### src/rtl/gate_seq_ctrl.sv
// Sequencer for the five-input gate network y = ((a & b) ^ (c | d)) | e.
// Drives one vector or all 32 vectors onto the network. Each response is
// recorded in a truth table and checked against an internal golden model.
//
// state     | meaning
// ----------+------------------------------------------------------------
// ST_IDLE   | no run in progress, gate inputs driven low, waiting for i_start
// ST_APPLY  | vector held on the gate inputs while the settle counter runs down
// ST_SAMPLE | vector still driven; i_gate_y captured and checked this cycle
module gate_seq_ctrl #(
  parameter int unsigned SETTLE_CYC = 1
) (
  input  logic        i_clk,
  input  logic        i_rst,
  input  logic        i_start,
  input  logic        i_mode,
  input  logic [4:0]  i_vec,
  input  logic        i_gate_y,
  output logic        o_gate_a,
  output logic        o_gate_b,
  output logic        o_gate_c,
  output logic        o_gate_d,
  output logic        o_gate_e,
  output logic        o_busy,
  output logic        o_done,
  output logic [31:0] o_table,
  output logic [5:0]  o_err_cnt,
  output logic        o_mismatch
);

  typedef enum logic [1:0] {
    ST_IDLE   = 2'd0,
    ST_APPLY  = 2'd1,
    ST_SAMPLE = 2'd2
  } state_t;

  localparam logic [3:0] SETTLE_LD = 4'(SETTLE_CYC);
  localparam bit         NO_SETTLE = (SETTLE_CYC == 0);

  state_t     state;
  state_t     state_nxt;
  logic [3:0] settle_cnt;
  logic [4:0] vec;
  logic       mode_single;
  logic       accept;
  logic       do_sample;
  logic       last_vec;
  logic       gold_y;

  // Reference response of a healthy gate network for the vector being driven.
  assign gold_y = ((vec[4] & vec[3]) ^ (vec[2] | vec[1])) | vec[0];

  // The vector register is zero outside a run, so it drives the gate pins directly.
  assign o_gate_a = vec[4];
  assign o_gate_b = vec[3];
  assign o_gate_c = vec[2];
  assign o_gate_d = vec[1];
  assign o_gate_e = vec[0];

  // State register.
  always_ff @(posedge i_clk) begin
    if (i_rst) begin
      state <= ST_IDLE;
    end else begin
      state <= state_nxt;
    end
  end

  // Next-state decode plus the accept/sample/last strobes used by the datapath.
  always_comb begin
    state_nxt = state;
    accept    = 1'b0;
    do_sample = 1'b0;
    last_vec  = 1'b0;
    case (state)
      ST_IDLE: begin
        if (i_start) begin
          accept    = 1'b1;
          state_nxt = NO_SETTLE ? ST_SAMPLE : ST_APPLY;
        end
      end
      ST_APPLY: begin
        if (settle_cnt <= 4'd1) begin
          state_nxt = ST_SAMPLE;
        end
      end
      ST_SAMPLE: begin
        do_sample = 1'b1;
        last_vec  = mode_single || (vec == 5'd31);
        if (last_vec) begin
          state_nxt = ST_IDLE;
        end else begin
          state_nxt = NO_SETTLE ? ST_SAMPLE : ST_APPLY;
        end
      end
      default: begin
        state_nxt = ST_IDLE;
      end
    endcase
  end

  // Run bookkeeping: vector stepping, settle timer, truth table and error tally.
  always_ff @(posedge i_clk) begin
    if (i_rst) begin
      settle_cnt  <= 4'd0;
      vec         <= 5'd0;
      mode_single <= 1'b0;
      o_busy      <= 1'b0;
      o_done      <= 1'b0;
      o_table     <= 32'd0;
      o_err_cnt   <= 6'd0;
      o_mismatch  <= 1'b0;
    end else begin
      o_done <= 1'b0;
      if (accept) begin
        o_busy      <= 1'b1;
        o_err_cnt   <= 6'd0;
        o_mismatch  <= 1'b0;
        mode_single <= i_mode;
        settle_cnt  <= SETTLE_LD;
        vec         <= i_mode ? i_vec : 5'd0;
        if (!i_mode) begin
          o_table <= 32'd0;
        end
      end else if (state == ST_APPLY) begin
        settle_cnt <= settle_cnt - 4'd1;
      end else if (do_sample) begin
        o_table[vec] <= i_gate_y;
        if (i_gate_y != gold_y) begin
          o_err_cnt  <= o_err_cnt + 6'd1;
          o_mismatch <= 1'b1;
        end
        if (last_vec) begin
          o_busy <= 1'b0;
          o_done <= 1'b1;
          vec    <= 5'd0;
        end else begin
          vec        <= vec + 5'd1;
          settle_cnt <= SETTLE_LD;
        end
      end
    end
  end

endmodule

### config.mk
export PLATFORM = sky130hd
export DESIGN_NAME = gate_seq_ctrl
export DESIGN_NICKNAME = d
export VERILOG_FILES = /design/src/rtl/gate_seq_ctrl.sv
export SDC_FILE = /design/constraint.sdc
export NUM_CORES = 1
export LEC_CHECK = 0
export ABC_CLOCK_PERIOD_IN_PS = 2690
export CAP_MARGIN = 20
export CORE_MARGIN = 2
export CORE_UTILIZATION = 52
export DETAILED_ROUTE_END_ITERATION = 10
export PLACE_DENSITY = 0.82
export SKIP_CTS_REPAIR_TIMING = 1
export SKIP_LAST_GASP = 1
export SLEW_MARGIN = 20
export SYNTH_ARGS = -nofsm -noshare
export SYNTH_HDL_FRONTEND = slang
export SYNTH_SLANG_ARGS = --single-unit
### constraint.sdc
create_clock -name i_clk -period 2.69 [get_ports i_clk]
set_input_delay 0.538 -clock i_clk [delete_from_list [all_inputs] [get_ports i_clk]]
set_output_delay 0.538 -clock i_clk [all_outputs]
set_load 0.05 [all_outputs]
==> results of run 1 <==
==> worst register-to-register path: stages (launching register included) <==
cell and delay, ns:
dfxtp_1 0.41, ha_1 0.41, nand2b_1 0.38, mux2_2 0.59
o21ai_0 0.21, a21oi_1 0.16
==> cell type report <==
class                           instances  share of cell area
Timing Repair Buffer                   66               0.179
Clock buffer                            6              0.0205
Multi-Input combinational cell        262               0.457
Inverter                                7             0.00743
Sequential cell                        53               0.300
Tap cell                               70              0.0248
Clock inverter                          2              0.0110
==> cell families after synthesis <==
| family | synth area share |
|---|---|
| adders and majority gates | 0.0526 |
| AOI/OAI and AO/OA | 0.255 |
| xor gates and xnor gates | 0.00307 |
| and+or+nand+nor | 0.208 |
| buffers and inverters | 0.0618 |
| DFF | 0.372 |
| muxes | 0.0474 |
==> routing by layer <==
| layer | GRT usage | vias to the layer above | share of wire |
|---|---|---|---|
| li1 | - | 1349 | - |
| met5 | 0 | - | 0 |
| met3 | 0.0448 | 12 | 0.049 |
| met4 | 0.0807 | 0 | 0.015 |
| met1 | 0.340 | 1291 | 0.46 |
| met2 | 0.385 | 80 | 0.48 |
==> cells in the mapped netlist (4+ instances only) <==
cell      count  area share
a32oi_1       5       0.015
inv_1         7      0.0092
buf_2        13       0.023
and3_1        4      0.0088
mux2i_1      11       0.039
nand3_1       7       0.012
ha_1         12       0.053
o21ai_1       7       0.012
clkbuf_1     15       0.020
dfxtp_1      53        0.37
or3_1         5       0.011
nand2_1      40       0.053
a211oi_1      6       0.016
nor2_1       18       0.024
nand4_1       4      0.0088
o21ai_0      28       0.049
a21oi_1      66        0.12
==> worst max-delay path by stage <==
stage,to,cells after the start
CTS,o_gate_b,1
finish,o_gate_b,1
floorplan,settle_cnt[3],9
global placement,vec[0],5
global route,o_table[6],6
detailed placement,o_table[6],5
==> power by group <==
group / leakage (nW) / switching, W / internal [W]
Clock: 0.0554 / 0.000261 / 0.000280
Sequential: 0.429 / 0.0000968 / 0.000852
Combinational: 0.763 / 0.000876 / 0.000490
==> metrics by stage <==
step | hold slack, ns | worst slack (ns)
after global placement | 0.451 | 0.407
after global routing | 0.493 | 0.313
after detailed placement | 0.452 | 0.401
final | 0.469 | 0.436
after CTS | 0.474 | 0.430
after floorplan | 0.450 | 0.279
==> registers in the layout, summed over array words and instances (netlist names) <==
| signal | flops |
|---|---|
| o_err_cnt | 6 |
| vec | 5 |
| state | 2 |
| o_done | 1 |
| mode_single | 1 |
| settle_cnt | 4 |
| o_table | 32 |
| o_busy | 1 |
| o_mismatch | 1 |
==> flow_metrics.tcl, run 1 <==
set metrics [dict create \
    crit_slowest_cell "clkdlybuf4s50_1" \
    hp-start "o_mismatch" \
    path_delay_family "buffers and inverters" \
    chipHeight_um 78.1 \
    root_buffer "clkbuf_8" \
    num_rows 26 \
    stdcell_count 466 \
    port_buffers 55 \
    drt-pass1-iter-count 5 \
    netlist_area_um2 2850 \
    cts_tree "done" \
    holdPathEnd "o_mismatch" \
    period_share 0.838 \
    grt_usage 0.245 \
    start_util 0.548 \
    cts_buffer_depth 2 \
    cts_buffers 5 \
    finalSetupTns_ns 0 \
    cp_max_fo 10 \
    hold_path.class "reg -> reg" \
    crit_required_ns 2.15 \
    rrSetupSlack_ns 0.48 \
    maxSlewHeadroom 0.493 \
    multi_input_area_um2 1620 \
    cp-end-kind "output port" \
    vias_per_cell 5.86 \
    synthToLayoutAreaGrowth_pct 23.9 \
    drcViolationCount 0 \
    ff2ff_path_depth 5 \
    path_clk_slew_ns 0.09 \
    synth-edff-count 0 \
    dpl_cell_area_um2 3420 \
    design.core.area_um2 5200 \
    grt_overflow 0 \
    start_kind "flop" \
    timing.rr.end "o_table[18]" \
    fmax_mhz 444 \
    finalSetupViolations 0 \
    power.density_nw_per_um2 808 \
    drive_gt1_frac 0.0783 \
    path_buf_inv 1 \
    avgRoutedWirePerCell_um 15.2 \
    antennaDiodeCount 0 \
    worstMarginPinSlew_ns 0.755 \
    layout_common_cells "a21oi_1 (66), clkdlybuf4s50_1 (55), dfxtp_1 (53)" \
    max_cap_violations 0 \
    path_class "reg -> out" \
    grt_pass1_wl_mm 11.9 \
    synth_area_per_cell_um2 8.06 \
    synth_cells 354 \
    peakVddDrop_mv 0.607 \
    synthesis.nets 376 \
    final_common_cell "a21oi_1" \
    grt_max_degree 33 \
    fillers 452 \
    finalHoldViolCount 0 \
    pin_count 56 \
    dr.first_iter.drc_count 213 \
    clock-sinks 53 \
    post-place-cells 458 \
    r2r_start "state[0]" \
    synth_ff_type "dfxtp_1" \
    fin_crit_ns 2.25 \
    crit_start "vec[3]" \
    num_vias 2732 \
    die-width_um 78.1 \
    arrival_ns 1.72 \
    report.final.slew_viol_count 0 \
    yosysWarnings 0 \
    skew_ns 0.0115 \
    final_nets 417 \
    p_total_w 0.00286 \
    cp_slowest_stage_delay_ns 0.87 \
    ant_nets 0 \
    dpl.hpwl_mm 4.83 \
    path_cells "clkdlybuf4s50_1" \
    synth_cell_type_count 53 \
    clkLatencyLatePin_ns 0.31 \
    first_global_vias 2493 \
    dieArea_um2 6090 \
    cts-htree-levels 2 \
    grt_antenna_before_repair 0 \
    status "finished, final reports clean" \
    ys_seq_area_frac 0.372 \
    final_area_um2 3530 \
    min_path_cells 1 \
    p_leak_nw 1.25 \
    synth_seq_cells 53 \
    rsz0062_at_grt "no" \
    regArea_um2 1060 \
    routabilityCongestion 0.840 \
    synthArstFlopShare 0 \
    drt_wl_total_mm 7.07 \
    fin_util 0.679 \
]
Note: power is estimated with default switching activity, not from simulation.
==> inputs of run 2 (changes only) <==
- ABC_CLOCK_PERIOD_IN_PS: 2690 -> 1990
- CORE_UTILIZATION: 52 -> 47
- PLACE_DENSITY: 0.82 -> 0.79
- clock period: 2.69 -> 1.99 ns (I/O delays scaled with it)
==> run 2 against run 1 <==
Against the previous run:
- critical path depth unchanged
- sequential cell count unchanged
- via count increased by 4.6%
- core utilization decreased by 4.8 points
- sequential power increased by 37%
- worst setup slack got worse by 0.38 ns
- hold slack improved by 0.0042 ns
- clock power increased by 20%
- global-route usage decreased by 1.5 points
==> flow_metrics.tcl, run 2 (same netlist as run 1, synthesis figures left out) <==
set metrics [dict create \
    drt-pass1-iter-count 5 \
    peakVddDrop_mv 0.696 \
    antennaDiodeCount 0 \
    num_vias 2859 \
    synthToLayoutAreaGrowth_pct 30.2 \
    root_buffer "clkbuf_8" \
    layout_common_cells "a21oi_1 (66), clkdlybuf4s50_1 (50), dfxtp_1 (50)" \
    grt_usage 0.230 \
    hold_path.class "reg -> reg" \
    dpl.hpwl_mm 5.00 \
    first_global_vias 2496 \
    rrSetupSlack_ns 0.12 \
    fin_util 0.631 \
    grt_pass1_wl_mm 12.0 \
    largest_registers "o_table: 32 flops, o_err_cnt: 6 flops, vec: 5 flops" \
    finalHoldViolCount 0 \
    final_nets 433 \
    rsz0062_at_grt "no" \
    finalSetupViolations 0 \
    start_kind "flop" \
    cp-end-kind "output port" \
    crit_start "o_err_cnt[4]" \
    cts_tree "done" \
    timing.rr.end "o_table[1]" \
    vias_per_cell 5.87 \
    clock-sinks 53 \
    routabilityCongestion 0.791 \
    cp_max_fo 5 \
    place_ws_ns -0.0153 \
    report.final.slew_viol_count 0 \
    num_rows 28 \
    clkLatencyLatePin_ns 0.31 \
    largest_reg_flops 32 \
    drt_wl_total_mm 7.53 \
    fillers 532 \
    skew_ns 0.00330 \
    dr.first_iter.drc_count 238 \
    path_class "reg -> out" \
    cts-htree-levels 2 \
    cts_buffers 5 \
    status "finished, final reports clean" \
    ff2ff_path_depth 7 \
    drive_gt1_frac 0.146 \
    worstSetupPathDepth 1 \
    path_clk_slew_ns 0.10 \
    regArea_um2 1070 \
    pin_count 56 \
    port_buffers 55 \
    power.density_nw_per_um2 1090 \
    endpoint "o_err_cnt[4]" \
    ant_nets 0 \
    cp_slowest_stage_delay_ns 0.82 \
    grt_max_degree 42 \
    regMostFlops "o_table" \
    start_util 0.485 \
    stdcell_count 487 \
    dieArea_um2 6710 \
    maxSlewHeadroom 0.454 \
    worstMarginPinSlew_ns 0.813 \
    cts_buffer_depth 2 \
    fin_crit_ns 1.93 \
    path_buf_inv 1 \
    fmax_mhz 517 \
    drcViolationCount 0 \
    setup_ws_ns 0.0574 \
    design.core.area_um2 5890 \
    p_total_w 0.00407 \
    crit_required_ns 1.59 \
    chipHeight_um 81.9 \
    crit_slowest_cell "clkdlybuf4s50_1" \
    p_leak_nw 1.37 \
    r2r_start "state[0]" \
    die-width_um 81.9 \
    period_share 0.971 \
    path_delay_family "buffers and inverters" \
    grt_antenna_before_repair 0 \
    grt_overflow 0 \
    path_cells "clkdlybuf4s50_1" \
    final_common_cell "a21oi_1" \
    avgRoutedWirePerCell_um 15.5 \
    max_cap_violations 0 \
    min_path_cells 1 \
    multi_input_area_um2 1630 \
    post-place-cells 479 \
    arrival_ns 1.53 \
]
-- run 2: layer usage --
metal,part of all wire,track usage,wire [um]
met1,0.45,0.314,3420
met2,0.48,0.370,3640
met3,0.050,0.0363,374
met4,0.012,0.0750,91
met5,0,0,0
-- run 2: final cells by class --
type                            count  area share
Multi-Input combinational cell    262       0.439
Sequential cell                    53       0.288
Timing Repair Buffer               82       0.214
Tap cell                           75      0.0253
Clock buffer                        6      0.0222
Inverter                            7     0.00708
Clock inverter                      2     0.00371
-- run 2: how the worst min path moves through the flow --
stage	start	end
2_1_floorplan	mode_single	mode_single
3_3_place_gp	o_mismatch	o_mismatch
3_5_place_dp	o_mismatch	o_mismatch
4_1_cts	o_mismatch	o_mismatch
5_1_grt	o_table[26]	o_table[26]
6_report	o_mismatch	o_mismatch
-- run 2: report_power, final --
group	switching, W	total, W	leakage (nW)	internal, W
combinational	0.00126	0.00212	0.888	0.000855
clock	0.000366	0.000649	0.0512	0.000283
sequential	0.000134	0.00130	0.431	0.00116
-- run 2: per-stage QoR --
| stage | setup TNS (ns) | hold slack [ns] | area (um2) |
|---|---|---|---|
| global placement | -0.000574 | 0.450 | 3600 |
| CTS | 0 | 0.478 | 3700 |
| detailed placement | -0.0232 | 0.454 | 3600 |
| floorplan | 0 | 0.461 | 2880 |
| finish | 0 | 0.473 | 3710 |
| global route | 0 | 0.498 | 3710 |
==> edit 1, RTL diff (config.mk and constraints of run 2) <==
Put a register stage on the outputs `o_gate_a`, `o_gate_b`, `o_gate_c`, `o_gate_d` and `o_gate_e`. The values now appear one clock later. The other outputs are not delayed to match.
--- a/src/rtl/gate_seq_ctrl.sv
+++ b/src/rtl/gate_seq_ctrl.sv
@@ -51,11 +51,13 @@
   assign gold_y = ((vec[4] & vec[3]) ^ (vec[2] | vec[1])) | vec[0];
 
   // The vector register is zero outside a run, so it drives the gate pins directly.
-  assign o_gate_a = vec[4];
-  assign o_gate_b = vec[3];
-  assign o_gate_c = vec[2];
-  assign o_gate_d = vec[1];
-  assign o_gate_e = vec[0];
+  always_ff @(posedge i_clk) begin
+    o_gate_a <= vec[4];
+    o_gate_b <= vec[3];
+    o_gate_c <= vec[2];
+    o_gate_d <= vec[1];
+    o_gate_e <= vec[0];
+  end
 
   // State register.
   always_ff @(posedge i_clk) begin
Behaviour: not the same (a bounded check fails within 4 cycles, from zero or initial values and one cycle with i_rst high).
==> edit 1 against run 2 <==
- sequential power rose by 6%
- clock skew rose by 0.0083 ns
- core utilization rose by 2.2 points
- power rose by 10%
- synthesized area rose by 2.4%
- sequential cell count rose by 5
- wire length rose by 3.1%
- via count rose by 2.1%
- global-route usage fell by 0.083 points
- non-clock buffer count fell by 2
- final area rose by 4.7%
- setup slack improved by 0.0086 ns
==> edit 1: results (changes against run 2) <==
.. list-table::
   :header-rows: 1

   * - Metric
     - Value
   * - Number of buffers added by the clock tree synthesis step
     - 9 (+4)
   * - Routed vias
     - 2919 (+2.1%)
   * - Status
     - finished, final reports clean
   * - Proportion of synthesized chip area in sequential cells
     - 39.7% (+2.6 points)
   * - Met1 track demand over resource in global routing
     - 31.2% (-0.12 points)
   * - Grt met2 use
     - 34.4% (-2.6 points)
   * - Count of nets after finishing
     - 442 (+2.1%)
   * - Maximum fanout encountered on the critical timing path
     - 4 (-1)
   * - Total leakage power
     - 1.49 nW (+9.0%)
   * - Setup slack after placement
     - -0.0193 ns (-0.00400 ns)
   * - Netlist cell types
     - 49 (-7.5%)
   * - Worst-case vdd ir drop
     - 804 uV (+15%)
   * - Count of H-tree levels built during CTS
     - 3 (+1)
   * - Clock transition at the registers of the reported paths
     - 0.07 ns (-0.03 ns)
   * - Area contributors post-synth
     - sky130_fd_sc_hd__dfxtp_1, sky130_fd_sc_hd__a21oi_1, sky130_fd_sc_hd__o21ai_0
   * - Worst setup startpoint
     - o_err_cnt[1]$_SDFFE_PP0P_
   * - Startpoint of the lowest-slack register-to-register path
     - state[1]$_SDFFE_PP0P_
   * - Later-pin clock latency in the skew report
     - 0.34 ns (+0.03 ns)
   * - Ratio of cells with drive above 1 in the final layout
     - 12.7% (-1.8 points)
   * - Met3 demand-to-capacity share in global routing
     - 5.57% (+1.9 points)
   * - Number of iterations in the first detailed-routing pass
     - 6 (+1)
   * - Global-route wire length before repair
     - 12900 um (+7.9%)
   * - Initial drt markers
     - 250 (+5.0%)
   * - GP Congestion
     - 0.804 (+1.7%)
   * - Synthesized Nets
     - 381 (+1.3%)
[edit 1: kinds of logic after synthesis]
group / synth area share (%)
AND/OR/NAND/NOR: 19.6
XOR/XNOR: 0.300
multiplexers: 4.33
flip-flops: 39.7
buffers and inverters: 5.57
AO/OA/AOI/OAI: 25.4
adder cells (fa/ha/maj): 5.14
[edit 1: cell type report]
class | instances | area (sq um)
clock buffer | 13 | 169
clock inverter | 2 | 35.0
fill | 514 | 2070
inverter | 8 | 30.0
multi-input combinational | 263 | 1600
sequential | 58 | 1160
tap | 75 | 93.8
timing repair buffer | 80 | 796
[edit 1: metal layers]
metal	vias up	wire length, um
met1	1364	3470
met5	-	0
li1	1396	-
met2	139	3500
met4	0	208
met3	20	581
[edit 1: worst reg2reg max path: cells and delay by family (launching register included)]
kind                     cells  cell delay, ns
AO/OA/AOI/OAI                2            0.32
adder cells (fa/ha/maj)      1            0.24
buffers and inverters        2            0.25
flip-flops                   1            0.35
multiplexers                 1            0.35
AND/OR/NAND/NOR              1            0.25
[edit 1: through the flow]
stage	utilization [%]	instances	cell area [sq um]
CTS	65.1	499	3870
global route	65.3	499	3890
finish	65.3	499	3890
global placement	61.6	484	3670
detailed placement	61.6	484	3670
floorplan	-	359	2920
[edit 1: report_power, final]
group / leakage, nW / internal, mW / switching, mW / total (mW)
clock network: 0.106 / 0.672 / 0.452 / 1.12
registers: 0.470 / 1.28 / 0.0925 / 1.38
logic: 0.917 / 0.797 / 1.19 / 1.98
total: 1.49 / 2.75 / 1.73 / 4.48
[edit 1: how the worst min path moves through the flow]
stage	start	endpoint	slack, ns	depth (start not counted)
after floorplan	vec[3]$_SDFFE_PP0P_	o_gate_b$_DFF_P_	0.33	0
after global placement	vec[4]$_SDFFE_PP0P_	o_gate_a$_DFF_P_	0.38	0
after detailed placement	vec[4]$_SDFFE_PP0P_	o_gate_a$_DFF_P_	0.38	0
final	vec[4]$_SDFFE_PP0P_	o_gate_a$_DFF_P_	0.39	0
after CTS	vec[4]$_SDFFE_PP0P_	o_gate_a$_DFF_P_	0.39	0
after global routing	vec[4]$_SDFFE_PP0P_	o_gate_a$_DFF_P_	0.39	0
==> edit 2, RTL diff (flow settings as in run 2) <==
Without the edit above. Encoding of `state_t`: now one-hot (3 bits for 3 states).
--- a/src/rtl/gate_seq_ctrl.sv
+++ b/src/rtl/gate_seq_ctrl.sv
@@ -28,10 +28,10 @@
   output logic        o_mismatch
 );
 
-  typedef enum logic [1:0] {
-    ST_IDLE   = 2'd0,
-    ST_APPLY  = 2'd1,
-    ST_SAMPLE = 2'd2
+  typedef enum logic [2:0] {
+    ST_IDLE   = 3'b001,
+    ST_APPLY  = 3'b010,
+    ST_SAMPLE = 3'b100
   } state_t;
 
   localparam logic [3:0] SETTLE_LD = 4'(SETTLE_CYC);
Function: no difference found for any inputs over 10 cycles, from zero or initial values and one cycle with i_rst high; not proved beyond that.
==> edit 2 against run 2 <==
- core utilization decreased by 1.5 points
- synthesized cell count decreased by 5.9%
- sequential cell count increased by 1
- synthesized area decreased by 1.8%
- setup slack improved by 0.0062 ns
- largest cell class unchanged
- wire length decreased by 6.1%
- final area decreased by 3.0%
- global-route usage decreased by 0.27 points
- fmax increased by 0.32%
- critical path type unchanged
- critical endpoint is now o_err_cnt[3]
Power is not compared: it rests on default switching activity, and its combinational part moved more than twofold at a synthesized area within 25%.
==> edit 2: results (changes against run 2) <==
.. list-table::
   :header-rows: 1

   * - Metric
     - Value
   * - Area contributors post-synth
     - sky130_fd_sc_hd__dfxtp_1, sky130_fd_sc_hd__a21oi_1, sky130_fd_sc_hd__o32ai_1
   * - Number of iterations in the first detailed-routing pass
     - 4 (-1)
   * - Count of yosys warnings during synthesis
     - 0 (unchanged)
   * - Layout Skew
     - 0.0116 ns (+0.00830 ns)
   * - Worst-case vdd ir drop
     - 349 uV
   * - Switching pwr
     - 0.670 mW
   * - Later-pin clock latency in the skew report
     - 0.31 ns (about the same)
   * - Ranking of synthesized cells by instance count
     - sky130_fd_sc_hd__dfxtp_1, sky130_fd_sc_hd__a21oi_1, sky130_fd_sc_hd__inv_1
   * - Post-synth EDFFs
     - 0 (unchanged)
   * - Pin count of the biggest net entering global routing
     - 33 (-21%)
   * - Prevailing post-synth register cell
     - sky130_fd_sc_hd__dfxtp_1
   * - Initial drt markers
     - 199 (-16%)
   * - Count of nets after finishing
     - 404 (-6.7%)
   * - Combinational Power
     - 0.461 mW
   * - Total global-route track usage
     - 22.7% (-0.27 points)
   * - Routed wire length
     - 7070 um (-6.1%)
   * - Status
     - finished, final reports clean
   * - Kind of path behind the tightest hold check
     - flip-flop to flip-flop
   * - Ant. Diodes
     - 0 (unchanged)
   * - Maximum fanout encountered on the critical timing path
     - 5 (unchanged)
   * - Biggest registers after layout
     - o_table: 32 flops, o_err_cnt: 6 flops, vec: 5 flops
   * - IO buf count
     - 55 (unchanged)
   * - Netlist cell types
     - 45 (-15%)
   * - Clock Path Buffers
     - 2 (unchanged)
   * - Instance count after placement with tap cells included
     - 454 (-5.2%)
   * - Avg Cell Area, Syn
     - 8.41 sq um (+4.3%)
   * - Global-route wire length before repair
     - 11800 um (-1.5%)
   * - Synthesized Nets
     - 351 (-6.6%)
   * - HPWL after DPL
     - 5010 um (+0.13%)
   * - Proportion of synthesized chip area in sequential cells
     - 38.6% (+1.4 points)
   * - Routed len/inst
     - 15.3 um (-1.0%)
   * - GP Congestion
     - 0.870 (+10%)
   * - Via count of the first global-routing pass
     - 2498 (+0.080%)
   * - Ratio of cells with drive above 1 in the final layout
     - 9.82% (-4.7 points)
   * - Routed vias
     - 2753 (-3.7%)
   * - Count of H-tree levels built during CTS
     - 2 (unchanged)
   * - CP max stage cell
     - sky130_fd_sc_hd__clkdlybuf4s50_1
   * - Worst Tran Pin Value
     - 0.631 ns (-0.182 ns)
   * - CTS Root Buffer Type
     - sky130_fd_sc_hd__clkbuf_8
   * - Number of antenna violations at the first check in global routing
     - 0 (unchanged)
-- edit 2: cells by family after synthesis --
logic type               count (synthesis)  share of synthesized area [%]
XOR/XNOR                                 2                          0.626
adder cells (fa/ha/maj)                  8                           3.57
multiplexers                            11                           3.93
AND/OR/NAND/NOR                         95                           19.5
AO/OA/AOI/OAI                          114                           26.3
flip-flops                              54                           38.6
buffers and inverters                   49                           7.46
-- edit 2: metrics by stage --
stage	setup WS [ns]	power, mW	cell area [sq um]	util, %
final	0.0636	2.30	3600	61.6
after global routing	-0.0194	2.42	3600	61.6
after CTS	0.0219	2.32	3590	61.3
after detailed placement	0.0496	1.63	3480	59.5
after global placement	0.108	1.62	3480	59.5
after floorplan	0.0115	1.49	2810	-
-- edit 2: worst paths after layout --
| kind | from | end | slack (ns) | cells past startpoint |
|---|---|---|---|---|
| max | o_err_cnt[3]$_SDFFE_PP0P_ | o_err_cnt[3] | 0.06 | 1 |
| min | o_table[30]$_SDFFE_PP0P_ | o_table[30]$_SDFFE_PP0P_ | 0.48 | 2 |
| max reg2reg | vec[1]$_SDFFE_PP0P_ | vec[1]$_SDFFE_PP0P_ | 0.14 | 8 |
| min reg2reg | o_table[30]$_SDFFE_PP0P_ | o_table[30]$_SDFFE_PP0P_ | 0.48 | 2 |
-- edit 2: layout make-up --
cell class                      count  area (sq um)
Multi-Input combinational cell    230          1510
Sequential cell                    54          1090
Clock buffer                        8           110
Fill cell                         513          2250
Timing Repair Buffer               71           706
Tap cell                           75          93.8
Inverter                           24          90.1
-- edit 2: per-layer routing --
layer / vias to the layer above / global-route usage (%) / routed length (um)
met5: - / 0 / 0
met3: 12 / 3.22 / 459
met2: 104 / 35.2 / 3330
met4: 0 / 7.63 / 92
met1: 1313 / 32.2 / 3190
li1: 1324 / - / -
